[src/rtl/ram8.sv]
// Eight-word register file: one-hot write demux, asynchronous active-low clear,
// and a zero-latency combinational read mux with no write-to-read bypass.
module ram8 #(
  parameter int unsigned WIDTH = 16
) (
  input  logic             clock,
  input  logic             reset_n,
  input  logic [WIDTH-1:0] in,
  input  logic             load,
  input  logic [2:0]       address,
  output logic [WIDTH-1:0] out
);

  localparam int unsigned DEPTH = 8;
  localparam int unsigned AW    = 3;

  logic [WIDTH-1:0] r_word [DEPTH];
  logic [DEPTH-1:0] w_word_en;
  logic [WIDTH-1:0] w_rd_data;

  // Load demux: an X on load yields an X enable, which the if below treats as no write
  always_comb begin
    w_word_en = '0;
    for (int k = 0; k < DEPTH; k++) begin
      w_word_en[k] = load & (address == AW'(k));
    end
  end

  // Storage words, each with its own enable
  always_ff @(posedge clock or negedge reset_n) begin
    if (!reset_n) begin
      for (int k = 0; k < DEPTH; k++) begin
        r_word[k] <= '0;
      end
    end else begin
      for (int k = 0; k < DEPTH; k++) begin
        if (w_word_en[k]) begin
          r_word[k] <= in;
        end
      end
    end
  end

  // Read mux: shows the stored word, so a pending write is visible only after its edge
  always_comb begin
    w_rd_data = '0;
    case (address)
      3'd0: w_rd_data = r_word[0];
      3'd1: w_rd_data = r_word[1];
      3'd2: w_rd_data = r_word[2];
      3'd3: w_rd_data = r_word[3];
      3'd4: w_rd_data = r_word[4];
      3'd5: w_rd_data = r_word[5];
      3'd6: w_rd_data = r_word[6];
      3'd7: w_rd_data = r_word[7];
      default: w_rd_data = '0;
    endcase
  end

  assign out = w_rd_data;

endmodule

[config.mk]
export PLATFORM = sky130hd
export DESIGN_NAME = ram8
export DESIGN_NICKNAME = d
export VERILOG_FILES = /design/src/rtl/ram8.sv
export SDC_FILE = /design/constraint.sdc
export NUM_CORES = 1
export LEC_CHECK = 0
export ABC_CLOCK_PERIOD_IN_PS = 2900
export BUFFER_PORTS_ARGS = -buffer_cell sky130_fd_sc_hd__buf_4
export CAP_MARGIN = 20
export CORE_MARGIN = 5
export CORE_UTILIZATION = 63
export DETAILED_ROUTE_END_ITERATION = 10
export GPL_ROUTABILITY_DRIVEN = 0
export PLACE_DENSITY = 0.82
export SYNTH_ARGS = -nofsm -noshare
export SYNTH_HDL_FRONTEND = slang
export SYNTH_SLANG_ARGS = --single-unit
[constraint.sdc]
create_clock -name clock -period 2.9 [get_ports clock]
set_input_delay 0.435 -clock clock [delete_from_list [all_inputs] [get_ports clock]]
set_output_delay 0.435 -clock clock [all_outputs]
set_load 0.05 [all_outputs]
==> impl_metrics.py, run 1 <==
metrics = {
    "floorplanning": {
        "initial_core_util_pct": 65.0,
        "ios": 38,
        "die_area_sq_mm": 0.0116,
        "core_sq_mm": 0.00928,
        "fp.dieH_um": 108,
        "std_cell_rows": 35,
        "dieWidth_um": 108,
    },
    "sta": {
        "rsz0062_at_grt": "no",
        "slew_headroom_pct": 54.6,
        "setup_slack_ns": 0.560,
        "finalCriticalPeriod_ns": 2.34,
        "tightest_slew_ns": 0.681,
        "finalMaxSlewViolations": 0,
        "fin_crit_sh_pct": 80.7,
        "setup_viol": 0,
        "hold_violations": 0,
        "holdWs_ns": 0.192,
        "fin_skew_ns": 0,
        "max_freq_ghz": 0.427,
        "setup_tns_ns": 0,
    },
    "finish": {
        "layout-drive-gt1-share_pct": 46.0,
        "largest-register": "r_word",
        "insertedDiodeCount": 0,
        "final_util_pct": 75.4,
        "reg_top3": "r_word: 128 flops",
        "nets": 481,
        "fin_area_sq_mm": 0.00700,
        "area_growth_pct": 16.0,
        "final_cells": 601,
        "largest_register_ffs": 128,
    },
    "critical_path": {
        "slowest_delay_ns": 0.34,
        "path_max_fanout": 34,
        "critPathArrivalTime_ns": 1.90,
        "path_common_cell": "buf_4",
        "crit_family": "buffers and inverters",
        "crit_buf_inv": 3,
        "cp-end-kind": "output port",
        "crit_path_start_kind": "primary input",
        "r2r_start": "r_word[7]",
        "critPathLaunch": "address[1]",
        "crit_chain": "buf_4, buf_12, mux2i_1, a211oi_1, o22a_1, buf_4",
        "slowest_stage": "buf_4",
        "path_class": "in2out",
        "worstPathRequired_ns": 2.47,
        "rrSetupSlack_ns": 2.10,
    },
    "clock_network": {
        "cts_setup_buffers": 0,
        "clkTransAtPathRegs_ns": 0.06,
        "insertion_delay_ns": 0.52,
        "root_buffer": "clkbuf_8",
        "cts_sinks": 128,
        "post_cts_resize_count": 0,
        "clock_path_buffers": 2,
        "cts_made_buffers": 17,
        "h-tree-depth": 4,
        "tritoncts": "built",
    },
    "yosys": {
        "synth_cells": 419,
        "avgSynthCellArea_sq_um": 14.4,
        "synth_cell_types": 31,
        "synth_top_area_cell": "dfrtp_1",
        "ys_seq_area_share_pct": 53.1,
        "synth_area_sq_mm": 0.00604,
        "ys_top_cells_by_area": "dfrtp_1 (53%), mux2_2 (20%), mux2i_1 (7.6%)",
        "netlist.area_leader.share_pct": 53.1,
        "synth_nets": 441,
        "yosys_warnings": 0,
        "yosys_register_bits": 128,
    },
    "place": {
        "port_buffers": 37,
        "dpl_worst_slack_ns": 0.550,
        "dpl_cell_area_sq_mm": 0.00642,
        "place_inst": 568,
        "place_hpwl_um": 8270,
    },
    "power": {
        "p_leak_nw": 3.17,
        "power_mw": 5.54,
        "irDropWorstVdd_mv": 0.735,
        "p_per_area_mw_per_mm2": 792,
    },
    "route": {
        "drtIter0Drc": 188,
        "firstDrtPassIters": 4,
        "antenna_left": 0,
        "finalWirelength_um": 13100,
        "wl_per_cell_um": 21.8,
        "num_vias": 3685,
        "avgViaCountPerCell": 6.13,
        "route.detailed.drc": 0,
    },
    "run_status": {
        "status": "finished clean",
    },
    "global_routing": {
        "grt_pass1_vias": 4004,
        "overflow": 0,
        "grt_max_degree": 60,
        "grt_pass1_wl_um": 21700,
        "grt_use_total_pct": 25.1,
        "antenna_found_initial": 0,
    },
    "worst_hold_path": {
        "hp-class": "in2reg",
        "hold_path_startpoint": "in[14]",
    },
    "job": {
        "drv_cap": 0,
    },
}
## timing repair
action	CTS	global route
hold endpoints to repair	48	0
hold buffers	1	0
endpoints found under the setup margin	0	0
## cell type report
cell class | instances | area, sq um
well taps | 129 | 161
flip-flops and latches | 128 | 3200
clock buffers | 17 | 414
inverters | 5 | 18.8
clock inverters | 15 | 160
repair buffers | 50 | 428
fillers | 594 | 2280
multi-input cells | 257 | 2620
## synth_stat cells
master	instances
dfrtp_1	128
mux2_2	107
mux2i_1	46
mux2_4	20
o22a_1	15
o22ai_1	15
nor3b_1	12
a211oi_1	11
buf_2	8
buf_4	7
buf_6	7
clkbuf_1	7
inv_1	5
a221oi_1	4
nand2_1	3
nand2b_1	3
nor2_1	3
a31oi_1	2
nand2b_4	2
nor3_4	2
or2_1	2
a211o_1	1
a21oi_1	1
a22oi_1	1
mux2_1	1
nand3_2	1
nand4_2	1
nor2_2	1
nor2_4	1
nor2b_4	1
or3_1	1
## worst paths after layout
kind / to / cells past startpoint
setup / recovery: out[5] / 6
hold / removal: r_word[94] / 2
setup reg to reg: r_word[7] / 1
hold reg to reg: r_word[94] / 1
max in group asynchronous: r_word[106] / 3
min in group asynchronous: r_word[4] / 2
## power breakdown
group / total (mW) / internal, mW / switching, mW / leakage, nW
combinational: 1.10 / 0.565 / 0.533 / 1.36
clock: 2.05 / 1.23 / 0.816 / 0.279
sequential: 2.40 / 2.18 / 0.218 / 1.54
total: 5.54 / 3.98 / 1.57 / 3.17
## layout by cell type (no fill, tap or decap), types with 2 or more instances in the layout
master / n
inv_1: 5
bufinv_16: 2
or2_1: 2
o22a_1: 15
mux2_2: 107
a31oi_1: 2
clkinv_4: 5
dfrtp_1: 128
nor3b_1: 12
buf_4: 45
nor3_4: 2
clkbuf_16: 16
clkinv_2: 3
mux2i_1: 46
a211oi_1: 11
nand2b_4: 2
a221oi_1: 4
nor2_1: 3
nand2_1: 3
o22ai_1: 15
clkinvlp_4: 2
buf_12: 4
mux2_4: 20
inv_6: 3
nand2b_1: 3
## metal layers
metal,wire length (um),vias up,part of all wire [%],global-route usage (%)
met1,5740,1936,44,32.0
met4,244,0,1.9,10.2
li1,-,1639,-,-
met2,6600,87,50,39.8
met5,0,-,0,0
met3,520,23,4.0,7.80
## logic make-up after synthesis
kind of cell	count (synthesis)	synth area share, %
DFF	128	53.1
muxes	174	32.7
buffers and inverters	34	3.59
AOI/OAI and AO/OA	50	6.24
and+or+nand+nor	33	4.37
Note: power is estimated with default switching activity, not from simulation.
==> run 2, diff against run 1 <==
==> config.mk (replaced) <==
export PLATFORM = sky130hd
export DESIGN_NAME = ram8
export DESIGN_NICKNAME = d
export VERILOG_FILES = /design/src/rtl/ram8.sv
export SDC_FILE = /design/constraint.sdc
export NUM_CORES = 1
export LEC_CHECK = 0
export ABC_AREA = 1
export ABC_CLOCK_PERIOD_IN_PS = 2430
export BUFFER_PORTS_ARGS = -buffer_cell sky130_fd_sc_hd__buf_4
export CAP_MARGIN = 20
export CORE_MARGIN = 5
export CORE_UTILIZATION = 60
export DETAILED_ROUTE_END_ITERATION = 10
export GPL_ROUTABILITY_DRIVEN = 0
export PLACE_DENSITY = 0.79
export SYNTH_ARGS = -nofsm -noshare
export SYNTH_HDL_FRONTEND = slang
export SYNTH_SLANG_ARGS = --single-unit
==> constraint.sdc (replaced) <==
create_clock -name clock -period 2.43 [get_ports clock]
set_input_delay 0.3645 -clock clock [delete_from_list [all_inputs] [get_ports clock]]
set_output_delay 0.3645 -clock clock [all_outputs]
set_load 0.05 [all_outputs]
==> impl_metrics.py, run 2 <==
metrics = {
    "critical_path": {
        "slowest_delay_ns": 0.41,
        "slowest_stage": "nor2_4",
        "crit_buf_inv": 3,
        "critPathArrivalTime_ns": 1.88,
        "worstPathRequired_ns": 2.07,
        "crit_family": "simple AND/OR/NAND/NOR gates",
        "crit_chain": "buf_4, buf_4, nor2_4, nand3_1, nand2_1, nor2_1, nand3_1, buf_4",
        "cp-end-kind": "output port",
        "path_common_cell": "buf_4",
        "crit_path_start_kind": "primary input",
        "path_class": "in2out",
        "path_max_fanout": 25,
    },
    "finish": {
        "multi_input_area_sq_mm": 0.00227,
        "final_common_cell": "nand2_1",
        "layout-drive-gt1-share_pct": 12.7,
        "final_cell_mix": "nand2_1 (194), dfrtp_1 (128), o21ai_0 (72)",
        "regArea_sq_mm": 0.00320,
        "largest_register_ffs": 128,
        "final_cells": 882,
        "insertedDiodeCount": 0,
        "num-fill-cells": 742,
        "area_growth_pct": 17.5,
        "largest-register": "r_word",
        "reg_top3": "r_word: 128 flops",
        "nets": 761,
    },
    "route": {
        "avgViaCountPerCell": 6.03,
        "finalWirelength_um": 16200,
        "antenna_left": 0,
        "route.detailed.drc": 0,
        "num_vias": 5316,
        "drtIter0Drc": 802,
        "firstDrtPassIters": 6,
        "wl_per_cell_um": 18.4,
    },
    "sta": {
        "finalMaxSlewViolations": 0,
        "max_freq_ghz": 0.446,
        "hold_violations": 0,
        "setup_tns_ns": 0,
        "rsz0062_at_grt": "no",
        "slew_headroom_pct": 67.9,
        "tightest_slew_ns": 0.481,
        "fin_skew_ns": 0,
        "finalCriticalPeriod_ns": 2.24,
        "setup_viol": 0,
        "fin_crit_sh_pct": 92.2,
    },
    "power": {
        "irDropWorstVdd_mv": 0.616,
        "p_leak_nw": 3.42,
        "p_per_area_mw_per_mm2": 900,
    },
    "clock_network": {
        "root_buffer": "clkbuf_8",
        "tritoncts": "built",
        "post_cts_resize_count": 0,
        "cts_setup_buffers": 0,
        "clock_path_buffers": 2,
        "cts_made_buffers": 17,
        "clkTransAtPathRegs_ns": 0.05,
        "h-tree-depth": 4,
        "cts_sinks": 128,
        "insertion_delay_ns": 0.53,
    },
    "global_routing": {
        "grt_pass1_wl_um": 26500,
        "antenna_found_initial": 0,
        "overflow": 0,
        "grt_use_total_pct": 29.8,
        "grt_pass1_vias": 5142,
        "grt_max_degree": 81,
    },
    "floorplanning": {
        "fp.dieH_um": 109,
        "core_sq_mm": 0.00964,
        "initial_core_util_pct": 60.6,
        "dieWidth_um": 109,
        "std_cell_rows": 36,
        "ios": 38,
        "die_area_sq_mm": 0.0118,
    },
    "place": {
        "port_buffers": 37,
        "place_inst": 852,
        "place_hpwl_um": 10500,
    },
    "yosys": {
        "yosys_register_bits": 128,
        "ys_top_cells_by_area": "dfrtp_1 (55%), nand2_1 (12%), nand4_1 (7.1%)",
        "avgSynthCellArea_sq_um": 8.22,
        "synth-main-ff-cell": "dfrtp_1",
        "synth_edf_count": 0,
        "synth_nets": 732,
        "synth_commonest_cells": "nand2_1 (194), dfrtp_1 (128), o21ai_0 (72), nand4_1 (66), o21ai_1 (56)",
        "yosys_warnings": 0,
        "async_reset_ff_share_pct": 100,
        "synth_top_area_cell": "dfrtp_1",
        "ys_seq_area_share_pct": 54.9,
        "synth_cells": 710,
        "synth_area_sq_mm": 0.00584,
        "netlist.area_leader.share_pct": 54.9,
        "synth_cell_types": 16,
        "yosysMostFrequentCell": "nand2_1",
    },
    "job": {
        "drv_cap": 0,
    },
    "worst_hold_path": {
        "hp-class": "in2reg",
    },
    "run_status": {
        "status": "finished clean",
    },
}
run 2: cell count changes after synthesis, moves of 46 or more:
cell     previous run  this run
o21ai_0             0        72
mux2i_1            46         0
o21ai_1             0        56
nand3_1             0        53
nand4_1             0        66
nand2_1             3       194
mux2_2            107         0
run 2: where the power goes:
group / internal [mW] / switching, mW / total, mW
Clock: 1.41 / 0.884 / 2.30
Combinational: 0.371 / 0.730 / 1.10
Sequential: 2.53 / 0.238 / 2.77
run 2: through the flow:
stage | setup WS [ns] | area (sq um) | utilization (%) | hold WS (ns) | total power, mW
floorplan | 0.399 | 5840 | - | 0.0689 | 3.47
global placement | 0.255 | 6320 | 65.6 | 0.380 | 3.83
detailed placement | 0.216 | 6320 | 65.6 | 0.383 | 3.88
CTS | 0.215 | 6860 | 71.1 | 0.195 | 6.16
global route | 0.0966 | 6860 | 71.1 | 0.227 | 6.44
finish | 0.189 | 6860 | 71.1 | 0.204 | 6.17
run 2: cell families (layout without fill, tap and decap cells):
group	Yosys count	after routing	share of synthesized area, %
simple gates	365	365	28.0
compound gates	128	128	11.0
flops	128	128	54.9
buf+inv	89	128	6.20
run 2: tightest hold or removal path, cell delays in order:
cell     delay [ns]
buf_4          0.07
inv_1          0.10
o21ai_1        0.15
run 2: metal layers:
layer,track usage [%],part of all wire [%],up-vias
met5,0,0,-
met4,14.9,3.9,0
li1,-,-,2449
met3,8.41,10,56
met2,45.5,46,316
met1,39.2,39,2495
run 2: area by class of cell:
| class | count | share of cell area, % |
|---|---|---|
| repair buffers | 64 | 8.14 |
| inverters | 35 | 1.92 |
| clock inverters | 6 | 0.876 |
| flip-flops and latches | 128 | 46.7 |
| clock buffers | 23 | 6.81 |
| multi-input cells | 493 | 33.1 |
| well taps | 133 | 2.43 |
run 2: final timing paths:
check | from | to | slack, ns | depth (start not counted)
setup / recovery | address[1] | out[9] | 0.19 | 8
hold / removal | in[9] | r_word[89] | 0.20 | 3
setup reg to reg | r_word[96] | r_word[96] | 1.72 | 2
hold reg to reg | r_word[126] | r_word[126] | 0.48 | 2
max in group asynchronous | reset_n | r_word[25] | 1.64 | 3
min in group asynchronous | reset_n | r_word[2] | 0.39 | 3
run 2: what timing repair did:
item / 4_1_cts / 5_1_grt
endpoints found under the hold margin: 128 / 0
hold buffers: 1 / 0
setup endpoints to repair: 0 / 0
==> run 3, diff against run 2 <==
--- a/config.mk
+++ b/config.mk
@@ -9,11 +9,13 @@
 export ABC_CLOCK_PERIOD_IN_PS = 2430
 export BUFFER_PORTS_ARGS = -buffer_cell sky130_fd_sc_hd__buf_4
 export CAP_MARGIN = 20
+export CELL_PAD_IN_SITES_DETAIL_PLACEMENT = 0
+export CELL_PAD_IN_SITES_GLOBAL_PLACEMENT = 2
 export CORE_MARGIN = 5
-export CORE_UTILIZATION = 60
+export CORE_UTILIZATION = 37
 export DETAILED_ROUTE_END_ITERATION = 10
 export GPL_ROUTABILITY_DRIVEN = 0
-export PLACE_DENSITY = 0.79
+export PLACE_DENSITY_LB_ADDON = 0.1
 export SYNTH_ARGS = -nofsm -noshare
 export SYNTH_HDL_FRONTEND = slang
 export SYNTH_SLANG_ARGS = --single-unit
==> impl_metrics.py, run 3 (synthesis gave the netlist of run 2 again) <==
metrics = {
    "critical_path": {
        "rr_worst_depth": 2,
        "crit_buf_inv": 4,
        "crit_chain": "buf_4, inv_1, buf_4, nand3_1, nand2_1, nor2_1, nand3_1, buf_4",
        "path_max_fanout": 28,
        "slowest_stage": "buf_4",
        "rrSetupSlack_ns": 1.75,
        "path_common_cell": "buf_4",
        "cp-end-kind": "output port",
        "critPathArrivalTime_ns": 1.76,
        "path_class": "in2out",
        "worstPathRequired_ns": 2.07,
        "slowest_delay_ns": 0.32,
        "r2r_start": "r_word[9]",
        "critPathLaunch": "address[2]",
        "crit_family": "buffers and inverters",
        "r2r_end": "r_word[9]",
        "crit_path_start_kind": "primary input",
    },
    "floorplanning": {
        "dieWidth_um": 136,
        "std_cell_rows": 46,
        "core_sq_mm": 0.0157,
        "die_area_sq_mm": 0.0184,
        "fp.dieH_um": 136,
        "ios": 38,
        "initial_core_util_pct": 37.3,
    },
    "finish": {
        "final_cell_mix": "nand2_1 (194), dfrtp_1 (128), o21ai_0 (72)",
        "nets": 767,
        "insertedDiodeCount": 0,
        "fin_area_sq_mm": 0.00711,
        "reg_top3": "r_word: 128 flops",
        "largest-register": "r_word",
        "final_cells": 974,
        "area_growth_pct": 21.7,
        "layout-drive-gt1-share_pct": 14.1,
        "largest_register_ffs": 128,
        "final_common_cell": "nand2_1",
    },
    "place": {
        "dpl_cell_area_sq_mm": 0.00645,
        "place_hpwl_um": 11900,
        "port_buffers": 37,
        "place_inst": 942,
    },
    "sta": {
        "tightest_slew_ns": 0.679,
        "fin_skew_ns": 0,
        "finalMaxSlewViolations": 0,
        "finalCriticalPeriod_ns": 2.12,
        "holdWs_ns": -0.0326,
        "rsz0062_at_grt": "no",
        "setup_viol": 0,
        "slew_headroom_pct": 54.7,
        "fin_crit_sh_pct": 87.4,
        "max_freq_ghz": 0.471,
        "hold_violations": 21,
        "setup_tns_ns": 0,
    },
    "route": {
        "firstDrtPassIters": 5,
        "avgViaCountPerCell": 5.26,
        "wl_met2_um": 8280,
        "wl_per_cell_um": 18.4,
        "drtIter0Drc": 314,
        "highest_layer": "met4",
        "wl_met1_um": 8270,
        "antenna_left": 0,
        "route.detailed.drc": 0,
        "num_vias": 5127,
        "finalWirelength_um": 17900,
        "wl_met3_um": 993,
    },
    "global_routing": {
        "grt_max_degree": 49,
        "antenna_found_initial": 0,
        "grt_pass1_wl_um": 28900,
        "overflow": 0,
        "grt_pass1_vias": 5110,
        "grt_use_total_pct": 20.8,
    },
    "job": {
        "drv_cap": 0,
    },
    "worst_hold_path": {
        "hp-class": "in2async",
    },
    "clock_network": {
        "clock_path_buffers": 2,
        "h-tree-depth": 4,
        "cts_sinks": 128,
        "hold_buffers": 0,
        "cts_setup_buffers": 0,
        "post_cts_resize_count": 0,
        "cts_made_buffers": 17,
        "tritoncts": "built",
        "root_buffer": "clkbuf_16",
        "insertion_delay_ns": 0.42,
        "clkTransAtPathRegs_ns": 0.06,
    },
    "run_status": {
        "status": "complete, but fails checks",
        "violations": "negative hold slack",
    },
    "power": {
        "p_leak_nw": 3.48,
        "irDropWorstVdd_mv": 0.506,
        "p_per_area_mw_per_mm2": 939,
    },
}
run 3: cell type report:
class	instances	area, sq um
fill	1599	8550
sequential	128	3200
multi-input combinational	493	2270
timing repair buffer	70	576
clock buffer	19	443
tap	216	270
clock inverter	13	210
inverter	35	131
run 3: worst max path at each step:
stage               endpoint  depth (start not counted)
floorplan            out[10]                          7
finish                out[0]                          8
global route          out[5]                          9
CTS                  out[13]                          9
detailed placement   out[13]                          9
global placement      out[0]                          8
run 3: power breakdown:
part,total (mW),switching (mW),internal (mW)
logic,1.09,0.719,0.373
clock network,2.83,0.981,1.85
registers,2.75,0.222,2.53
run 3: metal layers:
layer	global-route usage [%]	up-vias
li1	-	2455
met1	28.4	2503
met2	32.8	142
met3	4.68	27
met4	7.00	0
met5	0	-
run 3: metrics by stage:
step	hold WS (ns)	power (mW)	util [%]	setup slack (ns)
2_1_floorplan	0.0689	3.47	-	0.399
3_3_place_gp	0.449	3.86	41.2	0.342
3_5_place_dp	0.458	3.89	41.2	0.336
4_1_cts	0.00706	6.73	45.4	0.327
5_1_grt	0.0279	6.99	45.4	0.149
6_report	-0.0326	6.67	45.4	0.306
